<file path="config.mk">
export PLATFORM = sky130hd
export DESIGN_NAME = uart_rx_buffered
export DESIGN_NICKNAME = d
export VERILOG_FILES = /design/src/rtl/uart_pkg.sv /design/src/rtl/uart_rx_fifo.sv /design/src/rtl/uart_rx_buffered.sv
export SDC_FILE = /design/constraint.sdc
export NUM_CORES = 1
export LEC_CHECK = 0
export BUFFER_PORTS_ARGS = -buffer_cell sky130_fd_sc_hd__buf_4
export CAP_MARGIN = 40
export CORE_ASPECT_RATIO = 0.75
export CORE_UTILIZATION = 45
export DETAILED_ROUTE_END_ITERATION = 16
export GPL_TIMING_DRIVEN = 0
export PLACE_DENSITY = 0.7
export SYNTH_ARGS = -nofsm -noshare
export SYNTH_HDL_FRONTEND = slang
export SYNTH_SLANG_ARGS = --single-unit
</file>
<file path="constraint.sdc">
create_clock -name Clk -period 3.3 [get_ports Clk]
set_clock_uncertainty 0.05 [all_clocks]
set_input_delay 0.66 -clock Clk [delete_from_list [all_inputs] [get_ports Clk]]
set_output_delay 0.66 -clock Clk [all_outputs]
set_load 0.01 [all_outputs]
</file>
<file path="src/rtl/uart_pkg.sv">
// Shared definitions for the buffered UART receiver: parity modes, the
// deframer FSM states and the width of one queued FIFO word.
package uart_pkg;

    localparam int PARITY_NONE = 0;
    localparam int PARITY_EVEN = 1;
    localparam int PARITY_ODD  = 2;

    typedef enum logic [2:0] {
        S_IDLE,
        S_START,
        S_DATA,
        S_PARITY,
        S_STOP,
        S_BREAK
    } rx_state_t;

    // Each queued word carries {frame_err, parity_err, data}.
    function automatic int fifo_width(input int data_bits);
        return data_bits + 2;
    endfunction

endpackage

</file>
<file path="src/rtl/uart_rx_fifo.sv">
// First-word-fall-through FIFO; the head word reads as zero while empty.
// Occupancy is counted separately so full and empty never alias.
module uart_rx_fifo #(
    parameter int WIDTH = 10,
    parameter int DEPTH = 16
) (
    input  logic                   clk,
    input  logic                   rst_n,
    input  logic                   i_push,
    input  logic [WIDTH-1:0]       i_data,
    input  logic                   i_pop,
    output logic [WIDTH-1:0]       o_data,
    output logic [$clog2(DEPTH):0] o_count,
    output logic                   o_full,
    output logic                   o_empty
);
    localparam int PTR_W = $clog2(DEPTH);

    logic [WIDTH-1:0] r_mem [DEPTH];
    logic [PTR_W-1:0] r_wr_ptr;
    logic [PTR_W-1:0] r_rd_ptr;
    logic [PTR_W:0]   r_count;
    logic             w_wr;
    logic             w_rd;

    assign o_full  = (r_count == (PTR_W+1)'(DEPTH));
    assign o_empty = (r_count == '0);
    assign o_count = r_count;
    assign o_data  = o_empty ? '0 : r_mem[r_rd_ptr];

    // A push into a full FIFO is accepted only when the head leaves in the same cycle.
    assign w_wr = i_push & (~o_full | i_pop);
    assign w_rd = i_pop & ~o_empty;

    always_ff @(posedge clk) begin
        if (w_wr) r_mem[r_wr_ptr] <= i_data;
    end

    always_ff @(posedge clk or negedge rst_n) begin
        if (!rst_n) begin
            r_wr_ptr <= '0;
            r_rd_ptr <= '0;
            r_count  <= '0;
        end else begin
            if (w_wr) r_wr_ptr <= r_wr_ptr + 1'b1;
            if (w_rd) r_rd_ptr <= r_rd_ptr + 1'b1;
            case ({w_wr, w_rd})
                2'b10:   r_count <= r_count + 1'b1;
                2'b01:   r_count <= r_count - 1'b1;
                default: r_count <= r_count;
            endcase
        end
    end

endmodule

</file>
<file path="src/rtl/uart_rx_buffered.sv">
// UART receiver: synchroniser, baud counter and deframing FSM feeding a
// FWFT receive FIFO, with a sticky overrun flag for dropped words.
module uart_rx_buffered
    import uart_pkg::*;
#(
    parameter int CLKS_PER_BIT = 434,
    parameter int DATA_BITS    = 8,
    parameter int PARITY       = 0,
    parameter int STOP_BITS    = 1,
    parameter int FIFO_DEPTH   = 16
) (
    input  logic                        Clk,
    input  logic                        reset,
    input  logic                        R_EN,
    input  logic                        Serial,
    output logic [DATA_BITS-1:0]        Data,
    output logic                        Valid,
    input  logic                        Ready,
    output logic                        Frame_Err,
    output logic                        Parity_Err,
    output logic                        Overrun,
    input  logic                        Clear_Err,
    output logic [$clog2(FIFO_DEPTH):0] Fifo_Count
);
    localparam int CNT_W  = $clog2(CLKS_PER_BIT);
    localparam int WORD_W = fifo_width(DATA_BITS);

    logic [1:0]           r_sync;
    logic                 r_rx_prev;
    logic                 w_rx;
    rx_state_t            r_state;
    rx_state_t            w_state_nxt;
    logic [CNT_W-1:0]     r_clk_cnt;
    logic [3:0]           r_bit_cnt;
    logic [DATA_BITS-1:0] r_shift;
    logic                 r_ferr;
    logic                 r_perr;
    logic                 r_overrun;
    logic                 w_sample;
    logic                 w_push;
    logic                 w_pop;
    logic                 w_full;
    logic                 w_empty;
    logic [WORD_W-1:0]    w_word;
    logic [WORD_W-1:0]    w_head;

    assign w_rx = r_sync[1];

    always_ff @(posedge Clk or negedge reset) begin
        if (!reset) begin
            r_sync    <= 2'b11;
            r_rx_prev <= 1'b1;
        end else begin
            r_sync    <= {r_sync[0], Serial};
            r_rx_prev <= w_rx;
        end
    end

    // START samples mid-bit; every later bit is sampled one full period on.
    assign w_sample = (r_state == S_START) ? (r_clk_cnt == CNT_W'(CLKS_PER_BIT/2 - 1))
                                           : (r_clk_cnt == CNT_W'(CLKS_PER_BIT - 1));

    always_ff @(posedge Clk or negedge reset) begin
        if (!reset) r_state <= S_IDLE;
        else        r_state <= w_state_nxt;
    end

    always_comb begin
        w_state_nxt = r_state;
        w_push      = 1'b0;
        case (r_state)
            S_IDLE:   if (R_EN && r_rx_prev && !w_rx) w_state_nxt = S_START;
            S_START:  if (w_sample) w_state_nxt = w_rx ? S_IDLE : S_DATA;
            S_DATA:   if (w_sample && r_bit_cnt == 4'(DATA_BITS-1))
                          w_state_nxt = (PARITY != PARITY_NONE) ? S_PARITY : S_STOP;
            S_PARITY: if (w_sample) w_state_nxt = S_STOP;
            S_STOP:   if (w_sample && r_bit_cnt == 4'(STOP_BITS-1)) begin
                          w_push      = 1'b1;
                          w_state_nxt = w_rx ? S_IDLE : S_BREAK;
                      end
            S_BREAK:  if (w_rx) w_state_nxt = S_IDLE;
            default:  w_state_nxt = S_IDLE;
        endcase
    end

    always_ff @(posedge Clk or negedge reset) begin
        if (!reset) begin
            r_clk_cnt <= '0;
            r_bit_cnt <= '0;
            r_shift   <= '0;
            r_ferr    <= 1'b0;
            r_perr    <= 1'b0;
        end else begin
            if (w_sample || r_state == S_IDLE || r_state == S_BREAK) r_clk_cnt <= '0;
            else                                                     r_clk_cnt <= r_clk_cnt + 1'b1;
            if (w_state_nxt != r_state) r_bit_cnt <= '0;
            else if (w_sample)          r_bit_cnt <= r_bit_cnt + 1'b1;
            if (r_state == S_START) begin
                r_ferr <= 1'b0;
                r_perr <= 1'b0;
            end
            if (r_state == S_DATA && w_sample)
                r_shift <= {w_rx, r_shift[DATA_BITS-1:1]};
            // Odd parity inverts the check: an odd total is the good case.
            if (r_state == S_PARITY && w_sample)
                r_perr <= (^r_shift) ^ w_rx ^ (PARITY == PARITY_ODD);
            if (r_state == S_STOP && w_sample && !w_rx)
                r_ferr <= 1'b1;
        end
    end

    // The final stop sample goes straight into the word so it lands on the push edge.
    assign w_word = {r_ferr | ~w_rx, r_perr, r_shift};
    assign w_pop  = ~w_empty & Ready;

    uart_rx_fifo #(.WIDTH(WORD_W), .DEPTH(FIFO_DEPTH)) u_fifo (
        .clk     (Clk),
        .rst_n   (reset),
        .i_push  (w_push),
        .i_data  (w_word),
        .i_pop   (w_pop),
        .o_data  (w_head),
        .o_count (Fifo_Count),
        .o_full  (w_full),
        .o_empty (w_empty)
    );

    always_ff @(posedge Clk or negedge reset) begin
        if (!reset)                        r_overrun <= 1'b0;
        else if (w_push && w_full && !w_pop) r_overrun <= 1'b1;
        else if (Clear_Err)                r_overrun <= 1'b0;
    end

    assign Valid      = ~w_empty;
    assign Data       = w_head[DATA_BITS-1:0];
    assign Parity_Err = w_head[WORD_W-2];
    assign Frame_Err  = w_head[WORD_W-1];
    assign Overrun    = r_overrun;

endmodule
</file>
# After elaboration in Yosys (flattened, before gate mapping)

Memory sizes are Yosys's and may differ from the RTL's.
Index checks and enable logic that the tools add are counted.

Logic and storage cells: 87
Bits of input ports: 6
Memories: 1
Output and inout bits: 17
Flip-flop bits (word level): 43
RAM bits: 160

Muxes and demuxes: 24
Reductions and logical operators: 23
Eq/ne operators: 12
$add $sub $neg: 6
Bitwise operators: 9

Memories:

| name         | words | width | rd ports | clocked after Yosys merged registers in | wr ports | RTL line           | text |
|---|---|---|---|---|---|---|---|
| u_fifo.r_mem | 16    | 10    | 1        | 0                                       | 1        | uart_rx_fifo.sv:19 | `logic [WIDTH-1:0] r_mem [DEPTH];` |

Operators by type and width:

| operator            | count |
|---|---|
| $mux 3              | 7 |
| $pmux 3 s6          | 1 |
| $add 4x1->4 const B | 3 |
| $logic_and 1x1->1   | 10 |
| $mux 1              | 10 |
| $mux 10             | 1 |
| $pmux 5 s2          | 1 |
| $reduce_bool 2->1   | 5 |
| $add 9x1->9 const B | 1 |
| $eq 9x8->1 const B  | 1 |
| $eq 9x9->1 const B  | 1 |
| $mux 9              | 1 |
| $mux 4              | 2 |
| $reduce_xor 8->1    | 1 |
| $eq 3x2->1 const B  | 2 |
| $eq 3x3->1 const B  | 2 |
| $add 5x1->5 const B | 1 |
| $eq 5x5->1 const B  | 1 |
| $logic_not 5->1     | 1 |
| $sub 5x1->5 const B | 1 |
| $eq 4x3->1 const B  | 1 |
| $logic_not 4->1     | 1 |
| $and 1x1->1         | 3 |
| $eq 3x1->1 const B  | 1 |
| 10 further kinds    | 15 |

# Longest topological paths before layout

Depth after elaboration: 8
Gate-level depth with buffers: 14
Depth with buffers taken out: 14

# Cells and area by module

From an unflattened synthesis, not the netlist that was laid out.

Cells, all modules: 518
Area total of the unflattened synthesis: 8,748.4 um2

By module, submodules not included:

| module           | area an instance (um2) | instances | sequential area each (um2) | cells an instance |
|---|---|---|---|---|
| uart_rx_fifo     | 7,096.8                | 1         | 5,129.9                    | 359 |
| uart_rx_buffered | 1,651.6                | 1         | 754.5                      | 159 |

# Least setup slack after synthesis

OpenSTA, ideal clock, no wires.

Kind: reg-to-reg
From: reg r_bit_cnt[0]
To: mem u_fifo.r_mem[0][0], enable pin
Arrival time: 2.494 ns
Setup slack: 0.348 ns
Period minus slack after synthesis: 2.952 ns
Required time: 2.843 ns
Stages on the path, launching flop included: 8
Library setup time: 0.407 ns
Path buffers: 0
Cell sequence: dfrtp_1 -> inv_1 -> ha_1 -> nor3b_1 -> o311ai_0 -> a21oi_1 -> inv_1 -> nor4b_1

Longest elaborated chain between the ends: 7

Ends and longest elaborated chain:

| what                         | RTL line               | text |
|---|---|---|
| start, declared              | uart_rx_buffered.sv:34 | `logic [3:0] r_bit_cnt;` |
| start signal, assigned       | uart_rx_buffered.sv:97 | `else if (w_sample) r_bit_cnt <= r_bit_cnt + 1'b1;` |
| $logic_not 4->1              | uart_rx_buffered.sv:77 | `S_STOP: if (w_sample && r_bit_cnt == 4'(STOP_BITS-1)) begin` |
| $logic_and 1x1->1            | uart_rx_buffered.sv:77 |  |
| $mux 1                       | uart_rx_buffered.sv:77 |  |
| $mux 1                       | uart_rx_buffered.sv:71 | `case (r_state)` |
| $and 1x1->1                  | uart_rx_fifo.sv:32     | `assign w_wr = i_push & (~o_full \| i_pop);` |
| $mux 1                       | uart_rx_fifo.sv:36     | `if (w_wr) r_mem[r_wr_ptr] <= i_data;` |
| $mux 1 (implied by the code) | uart_rx_fifo.sv:36     |  |
| end, declared                | uart_rx_fifo.sv:19     |  |

Every way passes these cells.

# Worst setup path after layout

From: reg u_fifo.r_rd_ptr[0]
To: out Data[2]

Longest elaborated chain between the ends: 2

Ends and longest elaborated chain:

| what                   | RTL line               | text |
|---|---|---|
| start, declared        | uart_rx_fifo.sv:21     | `logic [PTR_W-1:0] r_rd_ptr;` |
| start signal, assigned | uart_rx_fifo.sv:46     | `if (w_rd) r_rd_ptr <= r_rd_ptr + 1'b1;` |
| $mem_v2 16x10          | --                     |  |
| $mux 10                | uart_rx_fifo.sv:29     | `assign o_data = o_empty ? '0 : r_mem[r_rd_ptr];` |
| end, declared          | uart_rx_buffered.sv:16 | `output logic [DATA_BITS-1:0] Data,` |

Every way passes these cells.

==> results.md <==
* Period Utilization, post-route at 99.36%
* Max-slew headroom at 47.02%
* CP Class: reg2out
* Synthesized netlist cell count at 482
* RSZ-0062 raised after global routing: true
* Total Nets Final at 565
* Status: finished, final reports clean
* WL final at 17.77 mm
* Yosys warns at 0
* GRT Total Usage at 18.39%
* Congestion Overflow GR at 0
* Post-synth EDFFs at 160
* Number of synthesized register bits at 203
* Critical path cell sequence: buf_6 > clkbuf_16 > mux4_2 > mux4_2 > nor2b_1 > buf_4
* Initial antenna violation count at 0
* Clk network pwr share at 34.8%
* Hold Violations, Final at 0
* Top cell types by occurrence after synthesis: 160 x edfxtp_1, 50 x mux4_2, 40 x dfrtp_1
* Cts bufs inserted at 21
* Hold Path Class: in2async
* Vias per cell at 5.677
* LEAKAGE at 4.032 nW
* ANT cells at 0
* Top Ports at 23
* Critical Path Most Common Cell: mux4_2
* Root buffer cell: clkbuf_16
* Port Buffers at 22
* Die Wd at approximately 160 um
* Gp weighted congestion at 0.8154
* Largest net degree at the start of global routing at 44
* Maximum vdd drop at ~0.00036 V
* HPWL Detailed at 11.17 mm
* Net Sw Frac at 25.85%
* Post-synth ARST share at 21.18%
* Via count at around 4.6k
* CTS Sinks at 203
* Die area at 0.01956 mm2
* Routed met1 length at approximately 7.9 mm
* Net switching power at 1.699 mW
* CTS Buffer Depth at 3
* Crit end category: output pin
* Startpoint types: register
* Tmin final at around 3300 ps
* Syn Area/Cell at 17.74 um2
* Initial Util at 46.07%
* Slowest stage delay, CP at 550 ps
* Wire per inst at 21.99 um
* Max-cap violations at 0
* H-tree depth at 1
* Top cell type's share of synthesized area at about 56%
* Routed met2 length at 8.548 mm
* Mapped Nets at 501
* Top Layer Used: met4
* Max-slew violation count at 0
* CTS tree: done
* Internal Power at 4.874 mW
* Top post-synthesis cells by area: edfxtp_1 56%, mux4_2 13%, dfrtp_1 12%
* Setup WS post-layout at 21.00 ps
* 1st-iter DRT viols at a little under 400
* Pwr per Cell Area at between 600 and 700 mW/mm2
* First-pass GRT wire length at about 27 mm
* Worst-skew pair later-pin latency at 500 ps
* CP arrival at 2570 ps
* Primary FF master, synth: edfxtp_1
* Pwr Total at between 6 and 7 mW
* Clock transition at path regs at around 60 ps
* Share of post-route cells with drive strength above 1 at between 30% and 40%
* Core ar. at 0.01856 mm2
* Count leader, synth: edfxtp_1
* Setup WS pre-CTS at -169.0 ps
* Combinational Power Share at 21.4%
* Initial DRT Pass Iterations at 4
* CP max FO at 5
* Area growth, synth to finish at 18.52%
* Cts hold-fix bufs at 0
* Final setup viols at 0
* Part of the Yosys area used for sequential elements at approximately 69%
* Rows at 43
* Count of different cell masters after synthesis at 53
* Antenna-violating nets left at 0
* Routed wl met3 at 1.044 mm
* Max Clk Rate at between 300 and 400 MHz
* Worst EP required at roughly 2600 ps
* Dominant cell type by area after synthesis: edfxtp_1
* Synthesized cell area at 0.008551 mm2
* Die Span Y at 121.4 um
* Slew @ Worst Pin at 792.7 ps
* Flop pwr share at about 44%
* Drt drc at 0
* CP max-delay cell: mux4_2
* Vias in the first global route at 4596
## routing by layer
layer  vias to the layer above  track usage (%)
met3                        27            3.452
met4                         0            4.599
li1                       2033                -
met1                      2376            25.85
met5                         -                0
met2                       151            29.71
## cell families (layout without fill, tap and decap cells)
family / after synthesis / in the layout / share of synthesized area (%)
fa+ha+maj: 13 / 13 / 1.990
flops: 203 / 203 / 68.82
mux: 59 / 59 / 14.35
buf+inv: 41 / 120 / 1.975
compound gates: 39 / 39 / 2.912
xor+xnor: 23 / 23 / 2.517
simple gates: 104 / 104 / 7.433
## registers in the layout, summed over array words and instances (netlist names)
| register | count |
|---|---|
| r_bit_cnt | 4 |
| r_rx_prev | 1 |
| r_clk_cnt | 9 |
| r_state | 3 |
| u_fifo.r_rd_ptr | 4 |
| u_fifo.o_count | 5 |
| u_fifo.r_wr_ptr | 4 |
| Overrun | 1 |
| r_perr | 1 |
| u_fifo.r_mem | 160 |
| r_sync | 2 |
| r_shift | 8 |
| r_ferr | 1 |
## through the flow
step                      area, um2  util (%)  hold slack [ps]  setup TNS, ps  instances
after floorplan                8551         -            295.2              0        482
after global placement         9025     48.62            300.0         -74620        751
after detailed placement       9156     49.33            300.1         -169.0        760
after CTS                      9864     53.14            121.1              0        797
after global routing          10130     54.60            138.3         -53.88        808
final                         10130     54.60            106.5              0        808
## worst paths after layout
path	cells after the start	start	to	slack [ps]
max	6	u_fifo.r_rd_ptr[0]	Data[2]	20
min	1	reset	r_bit_cnt[0]	110
max reg2reg	11	u_fifo.o_count[1]	u_fifo.o_count[4]	190
min reg2reg	0	r_sync[0]	r_sync[1]	310
max in group asynchronous	1	reset	u_fifo.r_rd_ptr[0]	2650
min in group Clk	1	Serial	r_sync[0]	220
## power groups by stage
stage | sequential [mW] | combinational, mW | clock [mW]
after CTS | 2.88 | 1.15 | 2.32
after global placement | 2.90 | 1.07 | 0
after detailed placement | 2.91 | 1.10 | 0
after floorplan | 2.90 | 0.753 | 0
final | 2.88 | 1.41 | 2.29
after global routing | 2.89 | 1.50 | 2.42
## what timing repair did
action | CTS | global route
buffers inserted | 1 | 6
pin swaps | 0 | 1
gates resized for setup | 21 | 29
cloned | 0 | 4
endpoints found under the setup margin | 18 | 47
## layout by cell type, fill, tap and decap left out, types with 4 or more instances in the layout
cell,n
xnor2_1,12
clkbuf_16,25
nor4b_2,4
buf_6,10
and3_1,5
nand4_1,5
nor2b_1,8
clkbuf_4,4
xor2_1,10
nand2_1,17
nor2_1,12
buf_4,29
mux2_2,9
edfxtp_1,160
ha_1,11
buf_12,4
nand3_1,8
a21oi_1,8
and4_1,4
dfrtp_1,39
and2_1,8
o21ai_0,10
clkbuf_1,16
mux4_2,50
nor3b_2,6
inv_1,17
## worst max-delay path: cells and delay by family, from the launching register on
| kind | cells | cell delay, ps |
|---|---|---|
| AND/OR/NAND/NOR | 1 | 140 |
| multiplexers | 2 | 1020 |
| buffers and inverters | 3 | 490 |
| flip-flops | 1 | 430 |
## cell type report
cell class | instances | area (um2)
Fill cell | 1440 | 8427
Clock buffer | 29 | 555.5
Sequential cell | 203 | 5888
Tap cell | 247 | 309.0
Timing Repair Buffer | 43 | 424.2
Inverter | 18 | 67.56
Buffer | 21 | 170.2
Multi-Input combinational cell | 238 | 2613
Clock inverter | 9 | 107.6
(Power assumes the default switching activity.)
